**src/rtl/xillybus_mem8_responder.sv**
```systemverilog
// Host <-> fabric byte mailbox behind the Xillybus seekable stream mem_8.
// Ports: bus_clk/bus_rst; host user_r_mem_8_* (read), user_w_mem_8_* (write),
//        user_mem_8_addr* (seek); app_* second port; host_wr_pending/count flags.
// Latency: host and app reads 1 cycle (read-first); writes commit at the strobe edge.
// Backpressure: empty/full held high for the 2^DEPTH_LOG2-cycle clear sweep, otherwise never.
module xillybus_mem8_responder #(
    parameter int DEPTH_LOG2     = 5,
    parameter int CLEAR_ON_RESET = 1
) (
    input  logic                  bus_clk,
    input  logic                  bus_rst,
    input  logic                  user_r_mem_8_rden,
    output logic [7:0]            user_r_mem_8_data,
    output logic                  user_r_mem_8_empty,
    output logic                  user_r_mem_8_eof,
    input  logic                  user_r_mem_8_open,
    input  logic                  user_w_mem_8_wren,
    input  logic [7:0]            user_w_mem_8_data,
    output logic                  user_w_mem_8_full,
    input  logic                  user_w_mem_8_open,
    input  logic [DEPTH_LOG2-1:0] user_mem_8_addr,
    input  logic                  user_mem_8_addr_update,
    input  logic [DEPTH_LOG2-1:0] app_addr,
    input  logic                  app_we,
    input  logic [7:0]            app_wr_data,
    output logic [7:0]            app_rd_data,
    output logic                  host_wr_pending,
    output logic [7:0]            host_wr_count,
    input  logic                  app_ack
);

    localparam int DEPTH = 1 << DEPTH_LOG2;

    localparam logic ST_CLEAR = 1'b0;
    localparam logic ST_RUN   = 1'b1;

    logic                  state;
    logic [DEPTH_LOG2-1:0] clr_ptr;
    logic [DEPTH_LOG2-1:0] ptr;
    logic [7:0]            mem [DEPTH];

    logic run;
    logic host_we;
    logic host_re;
    logic app_wr;
    logic seek;
    logic clr_last;
    logic app_blocked;

    // The open strobes carry no control meaning: closing a file keeps ptr and contents.
    logic unused_opens;
    assign unused_opens = user_r_mem_8_open ^ user_w_mem_8_open;

    // All user-side strobes are ignored while the sweep owns the memory.
    assign run         = (state == ST_RUN);
    assign host_we     = run & user_w_mem_8_wren;
    assign host_re     = run & user_r_mem_8_rden;
    assign app_wr      = run & app_we;
    assign seek        = run & user_mem_8_addr_update;
    assign clr_last    = (clr_ptr == DEPTH_LOG2'(DEPTH - 1));
    // Host data wins a same-address write collision.
    assign app_blocked = host_we & (app_addr == ptr);

    assign user_r_mem_8_empty = ~run;
    assign user_w_mem_8_full  = ~run;
    assign user_r_mem_8_eof   = 1'b0;

    // Control FSM and clear pointer.
    always_ff @(posedge bus_clk) begin
        if (bus_rst) begin
            state   <= (CLEAR_ON_RESET != 0) ? ST_CLEAR : ST_RUN;
            clr_ptr <= '0;
        end else if (state == ST_CLEAR) begin
            clr_ptr <= clr_ptr + DEPTH_LOG2'(1);
            if (clr_last) begin
                state <= ST_RUN;
            end
        end
    end

    // Shared host address: a seek beats the post-access increment, and one
    // increment covers a simultaneous read and write.
    always_ff @(posedge bus_clk) begin
        if (bus_rst) begin
            ptr <= '0;
        end else if (seek) begin
            ptr <= user_mem_8_addr;
        end else if (host_we || host_re) begin
            ptr <= ptr + DEPTH_LOG2'(1);
        end
    end

    // Memory array: not reset, so contents survive when the sweep is disabled.
    always_ff @(posedge bus_clk) begin
        if (!bus_rst) begin
            if (!run) begin
                mem[clr_ptr] <= 8'h00;
            end else begin
                if (app_wr && !app_blocked) begin
                    mem[app_addr] <= app_wr_data;
                end
                if (host_we) begin
                    mem[ptr] <= user_w_mem_8_data;
                end
            end
        end
    end

    // Registered read ports; sampling mem here returns pre-write (old) data.
    always_ff @(posedge bus_clk) begin
        if (bus_rst) begin
            user_r_mem_8_data <= 8'h00;
            app_rd_data       <= 8'h00;
        end else begin
            app_rd_data <= mem[app_addr];
            if (host_re) begin
                user_r_mem_8_data <= mem[ptr];
            end
        end
    end

    // Host-write flags; a host write in the same cycle as app_ack keeps pending set.
    always_ff @(posedge bus_clk) begin
        if (bus_rst) begin
            host_wr_count   <= 8'h00;
            host_wr_pending <= 1'b0;
        end else if (host_we) begin
            host_wr_count   <= host_wr_count + 8'd1;
            host_wr_pending <= 1'b1;
        end else if (app_ack) begin
            host_wr_pending <= 1'b0;
        end
    end

endmodule
```
**config.mk**
```make
export PLATFORM = sky130hd
export DESIGN_NAME = xillybus_mem8_responder
export DESIGN_NICKNAME = d
export VERILOG_FILES = /design/src/rtl/xillybus_mem8_responder.sv
export SDC_FILE = /design/constraint.sdc
export NUM_CORES = 1
export LEC_CHECK = 0
export ABC_AREA = 1
export CORE_ASPECT_RATIO = 1.25
export CORE_MARGIN = 1
export CORE_UTILIZATION = 50
export CTS_CLUSTER_DIAMETER = 120
export CTS_CLUSTER_SIZE = 40
export DETAILED_ROUTE_END_ITERATION = 7
export PLACE_DENSITY = 0.68
export SLEW_MARGIN = 40
export SYNTH_ARGS = -nofsm -noshare
export SYNTH_HDL_FRONTEND = slang
export SYNTH_SLANG_ARGS = --single-unit
```
**constraint.sdc**
```tcl
create_clock -name bus_clk -period 5.6 [get_ports bus_clk]
set_input_delay 1.12 -clock bus_clk [delete_from_list [all_inputs] [get_ports bus_clk]]
set_output_delay 1.12 -clock bus_clk [all_outputs]
set_load 0.02 [all_outputs]
```
==> reports/metrics.csv <==
metric;value;unit
Min-Delay Path Class;flip-flop to flip-flop;
worst slew pin tran;0.826;ns
number of global-route vias before repair;15300;
P_leak;0.00667;µW
num ports;63;
fin crit share;75.7;%
placed wire-length estimate;39000;µm
remaining antenna violation count;0;
flops & latches, synth;292;
startpoint types;primary input;
Worst path slowest cell;clkdlybuf4s50_1;
top cells by area, synth;edfxtp_1, nand2_1, o21ai_0;
worst-skew pair later-pin latency;0.53;ns
setup TNS;0;ns
kind of cell adding the most delay to the critical path;simple AND/OR/NAND/NOR gates;
DRC viols;0;
area share of the largest cell type after synthesis;44.0;%
CP Buf/Inv Count;2;
WP data required;5.79;ns
pin count of the biggest net entering global routing;76;
most frequent CP cell;nand2_1;
Layout Nets;2265;
drt wl/cell;22.4;µm
vias per cell;6.12;
Setup Skew;0.0538;ns
GRT overflow;0;
number of port buffers;59;
Post-CTS Setup Inserts;0;
height of the die;211;µm
Final Slew Violations;0;
dpl cells;2678;
GPL Wtd Cong;0.971;
EDFF count, synth;256;
DR iter-0 viols;2131;
synthesis-to-layout area growth;6.71;%
CTS sink count;292;
clock-pin slew on the worst setup and hold paths;0.15;ns
Max FO, Critical Path;25;
synthesized area;17500;µm²
pwr dens;203;nW/µm²
Root Buffer;clkbuf_16;
TritonCTS Buffers;11;
synthesized area per cell;7.60;µm²
first-pass detailed-route iteration total;6;
first-pass GRT wire length;90200;µm
status;completed;
Yosys warnings;0;
# resized after CTS;0;
worst setup path category;primary input to flip-flop;
row cnt;76;
width of the die;169;µm
Max Cap Viol;0;
post-synthesis sequential area ratio;48.1;%
ANT cells;0;
fillers;3215;
RSZ-0062 raised after global routing;no;
Max VDD drop;196;µV
gr usage total;33.8;%
Max-slew headroom;45.0;%
hold_buf cts;0;
Yosys cell types;34;
Initial Util;50.7;%
crit end category;flip-flop;
CP Cell Sequence;clkdlybuf4s50_1 > inv_2 > nand2_1 > nor2_2 > nand2_4 > nand2_1 > nand3_1 > nor2_4 > nand2_1 > nand2_1;
fraction of layout cells with a size suffix above 1;5.16;%
CTS tree;done;
min cycle time layout;4.24;ns
initial antenna violation count;0;
Total Wirelength;60400;µm
Non-Filler Instances;2695;
fmax;236;MHz
Post-synth ARST share;0;%
area leader, netlist;edfxtp_1;
Post-synth top flop;edfxtp_1;
core area;34400;µm²
via count;16500;
final hold vios;0;
Post-Synthesis Cells;2298;
Mapped Nets;2340;
CP max stage delay;0.73;ns
Worst EP arrival;4.43;ns
number of setup violations in the final report;0;
number of H-tree levels;1;
Max Root-Sink Buffers;3;
die area;35700;µm²
state kept, by name, summed over array words and instances (netlist names):
signal,flops
clr_ptr,5
user_r_mem_8_data,8
mem,256
host_wr_pending,1
run,1
host_wr_count,8
ptr,5
app_rd_data,8
cells in the final DEF, fill, tap and decap left out, drive strengths merged, types with 3 or more instances in the layout:
cell | netlist | routed
clkbuf | 124 | 16
ha | 7 | 7
nand2 | 657 | 657
clkdlybuf4s50 | 0 | 57
nand3b | 5 | 5
nor3 | 12 | 12
inv | 115 | 113
o22ai | 27 | 27
a21oi | 103 | 103
a31oi | 5 | 5
clkinv | 0 | 3
nand3 | 85 | 85
edfxtp | 256 | 256
dfxtp | 36 | 36
o21ai | 515 | 515
nor2 | 233 | 233
o211ai | 22 | 22
nand4 | 3 | 3
buf | 71 | 50
o221ai | 15 | 15
worst register-to-register path: cells and delay by family (launching register included):
kind | cells | cell delay, ns
and+or+nand+nor | 11 | 1.92
DFF | 1 | 0.67
buffers and inverters | 2 | 1.26
cells in the mapped netlist, types with 15 or more instances:
master and n:
o211ai_1 22, edfxtp_1 256, nor2_2 18, o22ai_1 27, o21ai_1 52, nand3_1 84, clkbuf_1 124, o21ai_0 459
a21oi_1 103, buf_2 51, nand2_1 653, o221ai_1 15, inv_1 105, nor2_1 205, dfxtp_1 36
power breakdown:
group	switching, µW	total (µW)	leakage [µW]	internal [µW]
clock network	704	1090	0.000153	384
logic	243	336	0.00402	93.6
registers	7.99	2360	0.00250	2350
total	954	3780	0.00667	2830
per-stage QoR:
stage / hold slack (ns) / instance area (µm²) / setup WS [ns] / utilization [%] / total power, µW
floorplan: 0.481 / 17500 / 2.75 / - / 2590
global placement: 0.454 / 18100 / 0.917 / 52.5 / 2720
detailed placement: 0.469 / 18300 / 0.863 / 53.2 / 2730
CTS: 0.491 / 18600 / 1.42 / 54.1 / 3770
global route: 0.519 / 18600 / 1.18 / 54.1 / 3850
finish: 0.494 / 18600 / 1.36 / 54.1 / 3780
final timing paths:
| path | slack (ns) | start | cells after the start | to |
|---|---|---|---|---|
| setup / recovery | 1.36 | bus_rst | 10 | mem[27][1] |
| hold / removal | 0.49 | host_wr_count[7] | 2 | host_wr_count[7] |
| setup reg to reg | 1.37 | ptr[1] | 13 | mem[20][0] |
| hold reg to reg | 0.49 | host_wr_count[7] | 2 | host_wr_count[7] |
layer usage:
layer / wire [µm] / part of all wire, % / global-route usage [%]
met1: 21700 / 36 / 42.1
met2: 29000 / 48 / 56.6
met3: 5940 / 9.8 / 4.27
met4: 3710 / 6.1 / 19.4
met5: 0 / 0 / 0
kinds of logic after synthesis:
group / synth area share (%)
buffers and inverters: 7.33
other: 0.0215
AND/OR/NAND/NOR: 23.2
flip-flops: 48.1
adder cells (fa/ha/maj): 0.501
AO/OA/AOI/OAI: 20.8
XOR/XNOR: 0.0502
cell type report:
type                            count  area (µm²)  share of cell area, %
Clock buffer                       16         294                   1.58
Clock inverter                      1        30.0                  0.161
Inverter                          115         435                   2.34
Multi-Input combinational cell   1696        7790                   41.8
Sequential cell                   292        8420                   45.2
Tap cell                          468         586                   3.14
Timing Repair Buffer              107        1090                   5.85
(Power assumes the default switching activity.)
